### src/rtl/dvfs_pkg.sv
`default_nettype none
// ============================================================================
// Module   : dvfs_pkg
// Purpose  : Shared types, state encoding and helpers for the DVFS
//            transition sequencer and its handshake channels.
// Revision : 1.0 - initial release
// ============================================================================
package dvfs_pkg;

  // Default width of voltage/frequency level codes.
  localparam int LVL_W = 3;

  // Level code type at the default width.
  typedef logic [LVL_W-1:0] lvl_t;

  // Sequencer states. Voltage rises before the frequency step and falls after it.
  typedef enum logic [2:0] {
    ST_IDLE        = 3'd0,
    ST_V_UP        = 3'd1,
    ST_V_UP_SETTLE = 3'd2,
    ST_F_CHG       = 3'd3,
    ST_F_SETTLE    = 3'd4,
    ST_V_DN        = 3'd5,
    ST_V_DN_SETTLE = 3'd6
  } state_t;

  // Increment that sticks at all-ones instead of wrapping.
  function automatic logic [15:0] sat_inc16(input logic [15:0] value);
    return (value == 16'hFFFF) ? value : value + 16'd1;
  endfunction

endpackage
`default_nettype wire

### src/rtl/dvfs_handshake_ch.sv
`default_nettype none
// ============================================================================
// Module   : dvfs_handshake_ch
// Purpose  : One four-phase req/ack channel (regulator or PLL). Holds the
//            level code stable while req is high, records the acknowledged
//            level and abandons the request after TIMEOUT_CYCLES cycles.
// Revision : 1.0 - initial release
// ============================================================================
module dvfs_handshake_ch #(
  parameter int LVL_W          = dvfs_pkg::LVL_W,
  parameter int TIMEOUT_CYCLES = 64
) (
  input  logic             clk,
  input  logic             reset,
  input  logic             start,
  input  logic [LVL_W-1:0] start_level,
  input  logic             ack,
  output logic [LVL_W-1:0] level,
  output logic             req,
  output logic [LVL_W-1:0] applied,
  output logic             done,
  output logic             timeout
);
  import dvfs_pkg::*;

  localparam int TMO_W = (TIMEOUT_CYCLES > 1) ? $clog2(TIMEOUT_CYCLES) : 1;
  localparam logic [TMO_W-1:0] TMO_LAST = TMO_W'(TIMEOUT_CYCLES - 1);

  // Cycles req has been waiting, counted from 0 on the cycle req rises.
  logic [TMO_W-1:0] wait_cnt;

  // Completion and give-up conditions are seen by the sequencer on the same
  // edge that drops req, so the FSM advances in step with the channel.
  assign done    = req & ack;
  assign timeout = req & ~ack & (wait_cnt == TMO_LAST);

  // Request state: level and req rise together, req drops on ack or timeout.
  always_ff @(posedge clk or negedge reset) begin
    if (!reset) begin
      level    <= '0;
      req      <= 1'b0;
      applied  <= '0;
      wait_cnt <= '0;
    end else if (start && !req) begin
      level    <= start_level;
      req      <= 1'b1;
      wait_cnt <= '0;
    end else if (done) begin
      req      <= 1'b0;
      applied  <= level;
    end else if (timeout) begin
      req      <= 1'b0;
    end else if (req) begin
      wait_cnt <= wait_cnt + 1'b1;
    end
  end

endmodule
`default_nettype wire

### src/rtl/dvfs_transition_sequencer.sv
`default_nettype none
// ============================================================================
// Module   : dvfs_transition_sequencer
// Purpose  : Applies requested voltage/frequency levels to the regulator and
//            PLL, raising voltage before a frequency change and lowering it
//            after, with settle waits, PE clock hold and timeout reporting.
// Revision : 1.0 - initial release
// ============================================================================
module dvfs_transition_sequencer #(
  parameter int LVL_W              = dvfs_pkg::LVL_W,
  parameter int NUM_VOLTAGE_LEVELS = 8,
  parameter int NUM_FREQ_LEVELS    = 8,
  parameter int TIMEOUT_CYCLES     = 64
) (
  input  logic             clk,
  input  logic             reset,
  input  logic [LVL_W-1:0] voltage_setting,
  input  logic [LVL_W-1:0] frequency_setting,
  input  logic [7:0]       settle_cycles_cfg,
  output logic [LVL_W-1:0] vr_level,
  output logic             vr_req,
  input  logic             vr_ack,
  output logic [LVL_W-1:0] pll_level,
  output logic             pll_req,
  input  logic             pll_lock,
  output logic             pe_clk_hold,
  output logic             busy,
  output logic [LVL_W-1:0] applied_voltage,
  output logic [LVL_W-1:0] applied_frequency,
  output logic             err_timeout,
  input  logic             err_clear,
  output logic [15:0]      transition_count
);
  import dvfs_pkg::*;

  // Out-of-range requests saturate to the highest legal level.
  function automatic logic [LVL_W-1:0] clamp_lvl(input logic [LVL_W-1:0] value, input int num);
    if (int'(value) >= num) return LVL_W'(num - 1);
    return value;
  endfunction

  state_t           state;
  state_t           next_state;
  logic [LVL_W-1:0] v_in;
  logic [LVL_W-1:0] f_in;
  logic [LVL_W-1:0] v_target;
  logic [LVL_W-1:0] f_target;
  logic [LVL_W-1:0] v_goal;
  logic [LVL_W-1:0] f_goal;
  logic [7:0]       settle_cnt;
  logic             mismatch;
  logic             settle_done_v;
  logic             settle_done_f;
  logic             enter_settle;
  logic             in_settle;
  logic             any_timeout;
  logic             vr_start;
  logic             pll_start;
  logic             vr_done;
  logic             vr_timeout;
  logic             pll_done;
  logic             pll_timeout;
  logic             busy_next;
  logic             hold_next;

  assign v_in     = clamp_lvl(voltage_setting, NUM_VOLTAGE_LEVELS);
  assign f_in     = clamp_lvl(frequency_setting, NUM_FREQ_LEVELS);
  assign mismatch = (v_in != applied_voltage) || (f_in != applied_frequency);

  // Targets come straight from the inputs on the start edge, from the latched
  // copies afterwards, so later input changes cannot disturb a transition.
  assign v_goal = (state == ST_IDLE) ? v_in : v_target;
  assign f_goal = (state == ST_IDLE) ? f_in : f_target;

  // A settle period lasts at least one cycle and ends once the count has
  // run down and the rail has dropped its ack.
  assign settle_done_v = (settle_cnt <= 8'd1) && !vr_ack;
  assign settle_done_f = (settle_cnt <= 8'd1) && !pll_lock;
  assign in_settle     = (state == ST_V_UP_SETTLE) || (state == ST_F_SETTLE) ||
                         (state == ST_V_DN_SETTLE);
  assign enter_settle  = (next_state != state) &&
                         ((next_state == ST_V_UP_SETTLE) || (next_state == ST_F_SETTLE) ||
                          (next_state == ST_V_DN_SETTLE));
  assign any_timeout   = vr_timeout | pll_timeout;

  dvfs_handshake_ch #(
    .LVL_W          (LVL_W),
    .TIMEOUT_CYCLES (TIMEOUT_CYCLES)
  ) u_vr_ch (
    .clk         (clk),
    .reset       (reset),
    .start       (vr_start),
    .start_level (v_goal),
    .ack         (vr_ack),
    .level       (vr_level),
    .req         (vr_req),
    .applied     (applied_voltage),
    .done        (vr_done),
    .timeout     (vr_timeout)
  );

  dvfs_handshake_ch #(
    .LVL_W          (LVL_W),
    .TIMEOUT_CYCLES (TIMEOUT_CYCLES)
  ) u_pll_ch (
    .clk         (clk),
    .reset       (reset),
    .start       (pll_start),
    .start_level (f_goal),
    .ack         (pll_lock),
    .level       (pll_level),
    .req         (pll_req),
    .applied     (applied_frequency),
    .done        (pll_done),
    .timeout     (pll_timeout)
  );

  // State register.
  always_ff @(posedge clk or negedge reset) begin
    if (!reset) state <= ST_IDLE;
    else        state <= next_state;
  end

  // Sequencing: voltage up, then frequency, then voltage down; any timeout aborts.
  always_comb begin
    next_state = state;
    case (state)
      ST_IDLE: begin
        if (mismatch && !err_timeout) begin
          if (v_in > applied_voltage)         next_state = ST_V_UP;
          else if (f_in != applied_frequency) next_state = ST_F_CHG;
          else                                next_state = ST_V_DN;
        end
      end
      ST_V_UP: begin
        if (vr_done)         next_state = ST_V_UP_SETTLE;
        else if (vr_timeout) next_state = ST_IDLE;
      end
      ST_V_UP_SETTLE: begin
        if (settle_done_v) begin
          if (f_target != applied_frequency)   next_state = ST_F_CHG;
          else if (v_target < applied_voltage) next_state = ST_V_DN;
          else                                 next_state = ST_IDLE;
        end
      end
      ST_F_CHG: begin
        if (pll_done)         next_state = ST_F_SETTLE;
        else if (pll_timeout) next_state = ST_IDLE;
      end
      ST_F_SETTLE: begin
        if (settle_done_f) begin
          if (v_target < applied_voltage) next_state = ST_V_DN;
          else                            next_state = ST_IDLE;
        end
      end
      ST_V_DN: begin
        if (vr_done)         next_state = ST_V_DN_SETTLE;
        else if (vr_timeout) next_state = ST_IDLE;
      end
      ST_V_DN_SETTLE: begin
        if (settle_done_v) next_state = ST_IDLE;
      end
      default: next_state = ST_IDLE;
    endcase
  end

  // Output decode: channel starts on handshake-state entry, next-cycle busy/hold.
  always_comb begin
    vr_start  = 1'b0;
    pll_start = 1'b0;
    busy_next = (next_state != ST_IDLE);
    hold_next = (next_state == ST_F_CHG) || (next_state == ST_F_SETTLE);
    if (next_state != state) begin
      vr_start  = (next_state == ST_V_UP) || (next_state == ST_V_DN);
      pll_start = (next_state == ST_F_CHG);
    end
  end

  // Registered status outputs.
  always_ff @(posedge clk or negedge reset) begin
    if (!reset) begin
      busy        <= 1'b0;
      pe_clk_hold <= 1'b0;
    end else begin
      busy        <= busy_next;
      pe_clk_hold <= hold_next;
    end
  end

  // Latch the targets as a transition leaves IDLE.
  always_ff @(posedge clk or negedge reset) begin
    if (!reset) begin
      v_target <= '0;
      f_target <= '0;
    end else if ((state == ST_IDLE) && (next_state != ST_IDLE)) begin
      v_target <= v_in;
      f_target <= f_in;
    end
  end

  // Settle counter: loaded on entry to a settle state, counts down to one.
  always_ff @(posedge clk or negedge reset) begin
    if (!reset) begin
      settle_cnt <= 8'd0;
    end else if (enter_settle) begin
      settle_cnt <= settle_cycles_cfg;
    end else if (in_settle && (settle_cnt > 8'd1)) begin
      settle_cnt <= settle_cnt - 8'd1;
    end
  end

  // Sticky timeout flag; a new timeout outranks a simultaneous clear.
  always_ff @(posedge clk or negedge reset) begin
    if (!reset)           err_timeout <= 1'b0;
    else if (any_timeout) err_timeout <= 1'b1;
    else if (err_clear)   err_timeout <= 1'b0;
  end

  // Count transitions that return to IDLE without a timeout.
  always_ff @(posedge clk or negedge reset) begin
    if (!reset) begin
      transition_count <= 16'd0;
    end else if ((state != ST_IDLE) && (next_state == ST_IDLE) && !any_timeout) begin
      transition_count <= sat_inc16(transition_count);
    end
  end

endmodule
`default_nettype wire

### config.mk
export PLATFORM = sky130hd
export DESIGN_NAME = dvfs_transition_sequencer
export DESIGN_NICKNAME = d
export VERILOG_FILES = /design/src/rtl/dvfs_pkg.sv /design/src/rtl/dvfs_handshake_ch.sv /design/src/rtl/dvfs_transition_sequencer.sv
export SDC_FILE = /design/constraint.sdc
export NUM_CORES = 1
export LEC_CHECK = 0
export ABC_AREA = 1
export BUFFER_PORTS_ARGS = -buffer_cell sky130_fd_sc_hd__buf_2
export CORE_ASPECT_RATIO = 0.9
export CORE_MARGIN = 5
export CORE_UTILIZATION = 45
export CTS_CLUSTER_SIZE = 14
export DETAILED_ROUTE_END_ITERATION = 10
export PLACE_DENSITY = 0.67
export SKIP_CTS_REPAIR_TIMING = 1
export SYNTH_ARGS = -nofsm -noshare
export SYNTH_HDL_FRONTEND = slang
export SYNTH_HIERARCHICAL = 1
export SYNTH_SLANG_ARGS = --single-unit
### constraint.sdc
create_clock -name clk -period 2.87 [get_ports clk]
set_clock_uncertainty 0.05 [all_clocks]
set_input_delay 0.574 -clock clk [delete_from_list [all_inputs] [get_ports clk]]
set_output_delay 0.574 -clock clk [all_outputs]
set_load 0.02 [all_outputs]
### Word-level counts from Yosys, hierarchy flattened

Cells that the tools add are included.

* register bits after elaboration: 62

* $add $sub $neg: 4
* $lt $le $gt $ge: 4
* equal/unequal tests: 23
* multiplexer cells: 36
* bitwise gates (word level): 12
* reductions and logical operators: 38

Operator list (count)
* 2-to-1 mux 6 bit: 8
* 2-to-1 mux 3 bit: 15
* one-hot mux 3 bit (7 select lines): 1
* == test 3 bit (second input constant): 6
* adder 16 x 1 -> 16 bit (second input constant): 1
* == test 16 bit (second input constant): 1
* 2-to-1 mux 8 bit: 2
* adder 6 x 1 -> 6 bit (second input constant): 2
* == test 3 x 2 -> 1 bit (second input constant): 4
* == test 6 bit (second input constant): 2
* inequality test 3 bit: 4
* nonzero test 3 bit: 4
* logical AND 1 bit: 10
* 2-to-1 mux 1 bit: 10
* > comparator 8 x 1 -> 1 bit (second input constant): 1
* less-or-equal comparator 8 x 1 -> 1 bit (second input constant): 1
* nonzero test 2 bit: 4
* subtractor 8 x 1 -> 8 bit (second input constant): 1
* logical OR 1 bit: 7
* bitwise AND 1 bit: 6
* == test 3 x 1 -> 1 bit (second input constant): 2
* logical NOT 1 bit: 6
* logical NOT 3 bit: 2
* inequality test 2 x 1 -> 1 bit (second input constant): 3
* other kinds (7): 14

### Logic depth before layout (Yosys ltp)

Gate-level depths: netlist (run 1).

* depth in word-level cells: 12
* mapped depth: 22
* gate-level depth less buffers: 21

### Cells and area by module

The synthesis (run 1) kept the hierarchy.

By module, submodules not included
* dvfs_transition_sequencer: times used 1, cells each 402, area an instance 2800.2 µm², seq. area each 900.9 µm²
* dvfs_handshake_ch: times used 2, cells each 75, area an instance 648.1 µm², seq. area each 325.3 µm²

### Worst setup path after synthesis (run 1)

Ideal clock, no wire load.

* kind: input port to flip-flop
* start point: input vr_ack
* end point: register u_pll_ch.wait_cnt[2]
* library setup time: 0.118 ns
* arrival: 2.710 ns
* path slack: -0.008 ns
* stages on the path: 18
* path buffers: 1
* cells stage by stage: or2_4 -> nor3_1 -> o21bai_1 -> a21oi_1 -> nand2_1 -> nor2_2 -> nand3_4 -> nand2_1 -> nand2_1 -> nand3_2 -> buf_4 -> nand3_1 -> inv_1 -> nand2_1 -> bufinv_8 -> nor2_4 -> nand2_1 -> nand2_1

* word-level cells in the longest chain between the ends: 11

RTL lines
* start: declaration: RTL line dvfs_transition_sequencer.sv:22 `input logic vr_ack,`
* inverter 1 bit (*): RTL line dvfs_handshake_ch.sv:35 `assign timeout = req & ~ack & (wait_cnt == TMO_LAST);`
* bitwise AND 1 bit (*) (2 in a row): RTL line dvfs_handshake_ch.sv:35
* named net vr_timeout: RTL line dvfs_transition_sequencer.sv:60 `logic vr_timeout;`
* 2-to-1 mux 3 bit (*): RTL line dvfs_transition_sequencer.sv:137, dvfs_transition_sequencer.sv:158
* 2-to-1 mux 3 bit (on tied branches): RTL line dvfs_transition_sequencer.sv:157, dvfs_transition_sequencer.sv:136
* one-hot mux 3 bit (7 select lines) (*): RTL line dvfs_transition_sequencer.sv:127 `case (state)`
* named net next_state[2]: RTL line dvfs_transition_sequencer.sv:43 `state_t next_state;`
* == test 3 x 2 -> 1 bit or inequality test 3 bit (tied branches): RTL line dvfs_transition_sequencer.sv:175, dvfs_transition_sequencer.sv:173
* 2-to-1 mux 1 bit (*): RTL line dvfs_transition_sequencer.sv:173 `if (next_state != state) begin`
* named net pll_start: RTL line dvfs_transition_sequencer.sv:58 `logic pll_start;`
* logical AND 1 bit (*): RTL line dvfs_handshake_ch.sv:44 `end else if (start && !req) begin`
* inequality test 2 x 1 -> 1 bit (no source line) or nonzero test 2 bit (tied branches)
* AND reduction 3 bit (no source line)
* end signal: assignment: RTL line dvfs_handshake_ch.sv:54 `wait_cnt <= wait_cnt + 1'b1;`
* end: declaration: RTL line dvfs_handshake_ch.sv:30 `logic [TMO_W-1:0] wait_cnt;`

The timed path passes the listed nets; every way through them passes the cells marked *.
A chain may end at the register's enable or synchronous reset.

### Worst setup path after layout (run 1)

* start point: register u_vr_ch.wait_cnt[0]
* end point: register u_pll_ch.wait_cnt[3]

* word-level cells in the longest chain between the ends: 10

RTL lines (RTL line)
* start: declaration: dvfs_handshake_ch.sv:30
* start signal: assignment: dvfs_handshake_ch.sv:54
* == test 6 bit (*): dvfs_handshake_ch.sv:35
* bitwise AND 1 bit (*): dvfs_handshake_ch.sv:35
* named net vr_timeout: dvfs_transition_sequencer.sv:60
* 2-to-1 mux 3 bit (*): dvfs_transition_sequencer.sv:137, dvfs_transition_sequencer.sv:158
* 2-to-1 mux 3 bit (on tied branches): dvfs_transition_sequencer.sv:157, dvfs_transition_sequencer.sv:136
* one-hot mux 3 bit (7 select lines) (*): dvfs_transition_sequencer.sv:127
* named net next_state[2]: dvfs_transition_sequencer.sv:43
* == test 3 x 2 -> 1 bit or inequality test 3 bit (tied branches): dvfs_transition_sequencer.sv:175, dvfs_transition_sequencer.sv:173
* 2-to-1 mux 1 bit (*): dvfs_transition_sequencer.sv:173
* named net pll_start: dvfs_transition_sequencer.sv:58
* logical AND 1 bit (*): dvfs_handshake_ch.sv:44
* inequality test 2 x 1 -> 1 bit (no source line) or nonzero test 2 bit (tied branches)
* AND reduction 3 bit (no source line)

Marks and branches as above.

==> results of run 1 <==
[kinds of logic (layout without fill, tap and decap cells)]
logic type,after synthesis,in the layout
xor gates and xnor gates,19,19
AOI/OAI and AO/OA,61,61
and+or+nand+nor,296,296
adders and majority gates,10,10
buffers and inverters,104,179
DFF,62,62
[power by group]
part	internal, W	leakage (nW)	switching, W
clock network	0.000536	0.116	0.000355
registers	0.00119	0.799	0.000306
logic	0.00124	1.58	0.00209
[worst max-delay path, stage by stage (launching register included)]
cell and delay [ns]:
sky130_fd_sc_hd__dfrtp_1 0.39, sky130_fd_sc_hd__ha_1 0.23, sky130_fd_sc_hd__nand3_2 0.13, sky130_fd_sc_hd__nor3_2 0.19
sky130_fd_sc_hd__o21bai_1 0.12, sky130_fd_sc_hd__a21oi_2 0.19, sky130_fd_sc_hd__nand2_1 0.08, sky130_fd_sc_hd__nor2_2 0.15
sky130_fd_sc_hd__nand3_4 0.08, sky130_fd_sc_hd__nand2_1 0.06, sky130_fd_sc_hd__nand2_1 0.08, sky130_fd_sc_hd__nand3_2 0.10
sky130_fd_sc_hd__nand3_1 0.07, sky130_fd_sc_hd__inv_1 0.09, sky130_fd_sc_hd__nand2_2 0.10, sky130_fd_sc_hd__bufinv_8 0.22
sky130_fd_sc_hd__nor2_4 0.05, sky130_fd_sc_hd__nand2_1 0.06, sky130_fd_sc_hd__nand2_1 0.05
[cell type report]
type	count	area, µm²
clock inverters	5	81.3
clock buffers	11	151
multi-input cells	386	2110
repair buffers	67	400
flip-flops and latches	62	1550
fillers	887	4160
inverters	96	389
well taps	122	153
[layout by cell type (no fill, tap or decap), drive strengths merged, types with 4 or more instances in the layout]
| master | instances |
|---|---|
| nor3 | 15 |
| dfrtp | 62 |
| nand2 | 165 |
| xor2 | 11 |
| clkbuf | 11 |
| bufinv | 4 |
| ha | 10 |
| nand3 | 46 |
| or2 | 5 |
| nand4 | 16 |
| a21oi | 8 |
| nor2 | 45 |
| buf | 67 |
| o21ai | 49 |
| xnor2 | 8 |
| inv | 93 |
[flip-flops by register name, indices dropped and copies added, names as in the netlist, 3 cells and up]
| name | count |
|---|---|
| transition_count | 16 |
| u_vr_ch/level | 3 |
| u_pll_ch/applied | 3 |
| u_pll_ch/wait_cnt | 6 |
| state | 3 |
| settle_cnt | 8 |
| v_target | 3 |
| f_target | 3 |
| u_pll_ch/level | 3 |
| u_vr_ch/applied | 3 |
| u_vr_ch/wait_cnt | 6 |
[per-layer routing]
layer	track usage [%]	vias up	part of all wire [%]
li1	-	1884	-
met1	22.6	1681	48
met2	29.8	79	47
met3	4.08	9	4.2
met4	5.11	0	1.2
met5	0	-	0
[worst paths after layout]
| check | endpoint | slack [ns] | depth (start not counted) |
|---|---|---|---|
| min in group clk | err_timeout$_DFFE_PN0P_ | 0.37 | 2 |
| max in group asynchronous | transition_count[9]$_DFFE_PN0P_ | 1.88 | 2 |
| max reg2reg | u_pll_ch/wait_cnt[3]$_DFFE_PN0P_ | 0.26 | 18 |
| min reg2reg | u_vr_ch/applied[2]$_DFFE_PN0N_ | 0.46 | 2 |
| max | u_pll_ch/wait_cnt[3]$_DFFE_PN0P_ | 0.26 | 18 |
| min | v_target[1]$_DFFE_PN0P_ | 0.26 | 1 |
[stage by stage]
stage	utilization, %	power [W]
2_1_floorplan	-	0.00399
3_3_place_gp	51.0	0.00470
3_5_place_dp	51.0	0.00481
4_1_cts	53.5	0.00572
5_1_grt	53.7	0.00625
6_report	53.7	0.00572
==> out/summary.log, run 1 <==
qor: outcome.outcome finished clean
qor: worst_setup_path.critical_path.endpoint_type register
qor: place.pre_cts_setup_slack -0.0407 ns
qor: sta.fin_setup_tns 0 ns
qor: drt.avgViaCountPerCell 4.88
qor: sta.crit_path_time_final 2.61 ns
qor: floorplanning.die_width 111 µm
qor: sta.period_utilization 90.9%
qor: min_path.min-delay-path-class input pin to asynchronous set/reset pin
qor: sta.report.final.slew_viol_count 0
qor: synthesis.yosys_top_cell_by_area sky130_fd_sc_hd__dfrtp_1
qor: layout.final_cells 749
qor: synthesis.async_flop_share 100%
qor: floorplanning.std_cell_rows 33
qor: synthesis.post_synth_fa_ha_maj_area_fraction 3.05%
qor: synthesis.primary_ff_master_synth sky130_fd_sc_hd__dfrtp_1
qor: floorplanning.die_height 101 µm
qor: synthesis.yosys.cell_count.top_type sky130_fd_sc_hd__nand2_1
qor: drt.vias 3653
qor: synthesis.yosys-mux-area-fraction 0%
qor: clocking.clk_latency 0.34 ns
qor: clocking.clk_path_buf_depth 2
qor: worst_setup_path.critical_path.startpoint_type register
qor: floorplanning.start_util 45.5%
qor: place.place.port_buffers 51
qor: global_route.largest_net_degree_at_the_start_of_global_routing 34
qor: clocking.path_clk_slew 0.07 ns
qor: sta.fin_ws 0.262 ns
qor: worst_setup_path.worst-path-max-fanout 7
qor: synthesis.compound_gate_portion_of_the_synthesized_area 8.16%
qor: sta.max_slew_margin_vs_limit 48.0%
qor: drt.drt_wl_total 9410 µm
qor: sta.worst_hold_slack 0.257 ns
qor: synthesis.number_of_flops_mapped_to_enable_cells_by_yosys 0
qor: synthesis.postSynthRegisterBits 62
qor: worst_setup_path.critPathLaunch u_vr_ch/wait_cnt[0]$_DFFE_PN0P_
qor: worst_setup_path.worst-endpoint-arrival 2.78 ns
qor: drt.drt_drc_violations_left 0
qor: pwr.p_leak 2.50 nW
qor: synthesis.post_synth_xor_area_fraction 4.06%
qor: worst_setup_path.r2r_start u_vr_ch/wait_cnt[0]$_DFFE_PN0P_
qor: sta.max_freq 0.383 GHz
qor: synthesis.synth_simple_gate_area_share 35.7%
qor: layout.area.growth.synth_to_final 18.1%
qor: sta.setup_repair_after_global_routing_missed_its_margin false
qor: synthesis.post_synth_main_area_contributors sky130_fd_sc_hd__dfrtp_1 38%, sky130_fd_sc_hd__nand2_1 14%, sky130_fd_sc_hd__inv_1 7.7%, sky130_fd_sc_hd__nand3_1 4.6%, sky130_fd_sc_hd__nor2_4 3.3%
qor: global_route.grt_ovf 0
qor: worst_setup_path.worstPathRequired 3.05 ns
qor: synthesis.synth_top_cells_by_count 153 x sky130_fd_sc_hd__nand2_1, 84 x sky130_fd_sc_hd__inv_1, 62 x sky130_fd_sc_hd__dfrtp_1
qor: global_route.global_route.usage.total 17.6%
qor: synthesis.syn_area_per_cell 7.42 µm²
qor: drt.drtPass1Iterations 5
qor: layout.nNetsFinal 651
qor: place.placed_cells_incl_taps 733
qor: layout.antenna_cells_inserted 0
qor: layout.fraction_of_final_layout_cells_sized_beyond_drive_strength_1 24.1%
qor: drt.route.antenna.remaining_nets 0
qor: synthesis.synthesis.yosys.warnings 6
qor: layout.final_cell_area 4840 µm²
qor: sta.timing_hold_violations_final 0
qor: pwr.peakVddDrop 0.537 mV
qor: global_route.grt_pass1_wl 16200 µm
qor: floorplanning.core_region_area 9000 µm²
qor: synthesis.seq_area_frac_synth 37.9%
qor: synthesis.synthDominantCellAreaShare 37.9%
qor: pwr.power_density 1180 nW/µm²
qor: synthesis.number_of_standard_cells_after_synthesis 552
qor: drt.drt_iter0_markers 276
qor: synthesis.mappedNetlistArea 4100 µm²
qor: synthesis.synth_cell_type_count 34
qor: clocking.cts_max_level 3
qor: place.post_dp_cell_area 4590 µm²
qor: global_route.antenna_violations_before_repair 0
qor: clocking.clkSinkCount 62
qor: place.dp_hpwl 7230 µm
qor: synthesis.syn_nets 581
qor: floorplanning.die_area 11100 µm²
qor: sta.tightestPinTransition 0.781 ns
qor: synthesis.synth_top_family_by_area simple AND/OR/NAND/NOR gates
qor: flow_run.max-cap-violations 0
qor: global_route.vias_in_the_first_global_route 3560
qor: clocking.clock_tree.root_cell sky130_fd_sc_hd__clkbuf_8
qor: worst_setup_path.timing_worst_setup_path_type register to register
qor: clocking.clock_tree_from_tritoncts done
qor: sta.finalSetupViolCount 0
qor: clocking.cts-buffers-inserted 9
qor: place.routabilityCongestion 0.821
qor: floorplanning.top_level_ports 52
qor: drt.drt-wirelength-per-cell 12.6 µm
Power figures use the tool's default switching activity.
==> run 2, diff against run 1 <==
--- a/config.mk
+++ b/config.mk
@@ -10,3 +10,3 @@
 export CORE_ASPECT_RATIO = 0.9
-export CORE_MARGIN = 5
+export CORE_MARGIN = 3
 export CORE_UTILIZATION = 45
==> constraint.sdc (replaced) <==
create_clock -name clk -period 2.87 [get_ports clk]
set_clock_uncertainty 0.05 [all_clocks]
set_input_delay 0.1435 -clock clk [delete_from_list [all_inputs] [get_ports clk]]
set_output_delay 0.1435 -clock clk [all_outputs]
set_load 0.02 [all_outputs]
==> out/summary.log, run 2 (synthesis results as in run 1) <==
qor: layout.mostFrequentLayoutCell sky130_fd_sc_hd__nand2_1
qor: min_path.min-delay-path-class input pin to register
qor: sta.max_slew_margin_vs_limit 67.3% [+19 points]
qor: worst_setup_path.critical_path.endpoint_type register
qor: global_route.grt_ovf 0 [unchanged]
qor: layout.reg.largest.list transition_count: 16 flops, settle_cnt: 8 flops
qor: drt.route.antenna.remaining_nets 0 [unchanged]
qor: sta.fin_ws 0.225 ns [-0.0377 ns]
qor: pwr.power.share.sequential 27.7% [+1.5 points]
qor: clocking.path_clk_slew 0.07 ns [about the same]
qor: layout.largest_register_ff_count 16 [unchanged]
qor: drt.drt_wl_total 9020 µm [-4.1%]
qor: place.routabilityCongestion 0.904 [+10%]
qor: pwr.p_clk_share 12.3% [-3.3 points]
qor: layout.fillerInstances 873 [-1.6%]
qor: sta.max_freq 0.378 GHz [-1.4%]
qor: drt.drt_drc_violations_left 0 [unchanged]
qor: floorplanning.start_util 46.9% [+1.4 points]
qor: clocking.clkSinkCount 62 [unchanged]
qor: floorplanning.die_width 107 µm [-3.6%]
qor: global_route.grt_pass1_wl 15800 µm [-2.3%]
qor: layout.area.growth.synth_to_final 15.5%
qor: drt.avgViaCountPerCell 4.89 [+0.22%]
qor: layout.antenna_cells_inserted 0 [unchanged]
qor: clocking.clock_tree.root_cell sky130_fd_sc_hd__clkbuf_8
qor: floorplanning.top_level_ports 52 [unchanged]
qor: worst_setup_path.critical_path.startpoint_type register
qor: global_route.antenna_violations_before_repair 0 [unchanged]
qor: worst_setup_path.worst-endpoint-arrival 2.82 ns [+0.04 ns]
qor: sta.crit_path_time_final 2.65 ns [+0.0377 ns]
qor: drt.drt_iter0_markers 120 [-57%]
qor: pwr.p_leak 2.47 nW [-1.2%]
qor: sta.worst_hold_slack 0.000653 ns [-0.257 ns]
qor: global_route.global_route.usage.total 19.0% [+1.4 points]
qor: layout.nNetsFinal 649 [-0.31%]
qor: pwr.internal_pwr_total 0.00268 W [-9.8%]
qor: outcome.outcome finished clean
qor: worst_setup_path.worst-path-max-fanout 7 [unchanged]
qor: drt.drtPass1Iterations 4 [-1]
qor: worst_setup_path.worstPathRequired 3.04 ns [about the same]
qor: pwr.power_density 1130 nW/µm² [-4.4%]
qor: floorplanning.std_cell_rows 32 [-3.0%]
qor: clocking.cts-buffers-inserted 9 [unchanged]
qor: sta.finalSetupViolCount 0 [unchanged]
qor: worst_setup_path.worstRegToRegCells 18 [unchanged]
qor: min_path.cell_depth_of_the_worst_hold_path 3
qor: clocking.clock_tree_from_tritoncts done
qor: drt.vias 3627 [-0.71%]
qor: global_route.largest_net_degree_at_the_start_of_global_routing 30 [-12%]
qor: drt.drt-wirelength-per-cell 12.2 µm [-3.2%]
qor: sta.timing_hold_violations_final 0 [unchanged]
qor: sta.tightestPinTransition 0.486 ns [-0.294 ns]
qor: layout.fraction_of_final_layout_cells_sized_beyond_drive_strength_1 22.5% [-1.6 points]
qor: sta.report.final.slew_viol_count 0 [unchanged]
qor: clocking.clk_latency 0.34 ns [about the same]
qor: floorplanning.die_height 96.5 µm [-4.0%]
qor: place.pre_cts_setup_slack 0.0776 ns [+0.118 ns]
qor: flow_run.max-cap-violations 0 [unchanged]
qor: place.place.port_buffers 51 [unchanged]
qor: pwr.peakVddDrop 0.393 mV [-27%]
qor: clocking.cts_max_level 3 [unchanged]
qor: place.dp_hpwl 6860 µm [-5.1%]
qor: pwr.netSwitchingPower 0.00267 W [-3.0%]
qor: layout.max_flop_register transition_count
qor: worst_setup_path.timing_worst_setup_path_type register to register
qor: pwr.p_sw_share 49.9% [+1.8 points]
qor: floorplanning.core_region_area 8730 µm² [-3.0%]
qor: pwr.p_comb_share 60.0% [+1.7 points]
qor: clocking.clk_path_buf_depth 2 [unchanged]
qor: layout.layout.cells.most_common_list 153 x sky130_fd_sc_hd__nand2_1, 84 x sky130_fd_sc_hd__inv_1, 62 x sky130_fd_sc_hd__dfrtp_1
qor: sta.period_utilization 92.2% [+1.3 points]
qor: global_route.vias_in_the_first_global_route 3453 [-3.0%]
qor: floorplanning.die_area 10300 µm² [-7.5%]
-- run 2: stage by stage --
stage | instances | area, µm² | util, % | power [W] | setup TNS (ns)
after floorplan | 552 | 4100 | - | 0.00399 | 0
after global placement | 721 | 4490 | 51.4 | 0.00457 | 0
after detailed placement | 721 | 4490 | 51.4 | 0.00464 | 0
after CTS | 735 | 4640 | 53.2 | 0.00532 | 0
after global routing | 742 | 4730 | 54.2 | 0.00589 | -0.00390
final | 742 | 4730 | 54.2 | 0.00535 | 0
-- run 2: final timing paths --
kind	end	start	slack (ns)
hold / removal	v_target[2]$_DFFE_PN0P_	voltage_setting[2]	0.0007
min in group asynchronous	v_target[1]$_DFFE_PN0P_	reset	0.24
max in group asynchronous	state[0]$_DFF_PN0_	reset	1.85
setup reg to reg	u_vr_ch/wait_cnt[3]$_DFFE_PN0P_	u_vr_ch/wait_cnt[1]$_DFFE_PN0P_	0.22
hold reg to reg	v_target[0]$_DFFE_PN0P_	v_target[0]$_DFFE_PN0P_	0.44
setup / recovery	u_vr_ch/wait_cnt[3]$_DFFE_PN0P_	u_vr_ch/wait_cnt[1]$_DFFE_PN0P_	0.22
-- run 2: power by group through the flow --
stage	clock, W	combinational [W]	sequential (W)
after detailed placement	0	0.00314	0.00150
after CTS	0.000673	0.00316	0.00149
final	0.000656	0.00321	0.00148
after floorplan	0	0.00240	0.00159
after global placement	0	0.00308	0.00149
after global routing	0.000713	0.00364	0.00154
-- run 2: final cells by class --
type / instances / area, µm² / share of cell area, %
timing repair buffer: 65 / 365 / 7.72
multi-input combinational: 386 / 2120 / 44.8
clock inverter: 2 / 10.0 / 0.212
inverter: 96 / 389 / 8.23
clock buffer: 12 / 145 / 3.07
tap: 119 / 149 / 3.15
sequential: 62 / 1550 / 32.8
-- run 2: worst max-delay path, stage by stage (launching register included) --
cell and delay (ns):
sky130_fd_sc_hd__dfrtp_1 0.40, sky130_fd_sc_hd__ha_2 0.23, sky130_fd_sc_hd__nand3_2 0.14, sky130_fd_sc_hd__nor3_4 0.20, sky130_fd_sc_hd__o21bai_1 0.10, sky130_fd_sc_hd__a21oi_1 0.22
sky130_fd_sc_hd__nand2_1 0.09, sky130_fd_sc_hd__nor2_2 0.16, sky130_fd_sc_hd__nand3_4 0.12, sky130_fd_sc_hd__nand2_1 0.08, sky130_fd_sc_hd__nand2_1 0.07, sky130_fd_sc_hd__nand3_2 0.09
sky130_fd_sc_hd__nand3_1 0.08, sky130_fd_sc_hd__inv_1 0.06, sky130_fd_sc_hd__nand2_1 0.06, sky130_fd_sc_hd__bufinv_8 0.21, sky130_fd_sc_hd__nor2_4 0.05, sky130_fd_sc_hd__nand2_1 0.06
sky130_fd_sc_hd__nand2_1 0.05
-- run 2: per-layer routing --
layer  global-route usage, %  routed length (µm)  vias to the layer above
met2                    31.9                4240                       61
met3                    4.19                 329                       22
li1                        -                   -                     1876
met1                    24.4                4280                     1668
met4                    6.60                 178                        0
met5                       0                   0                        -
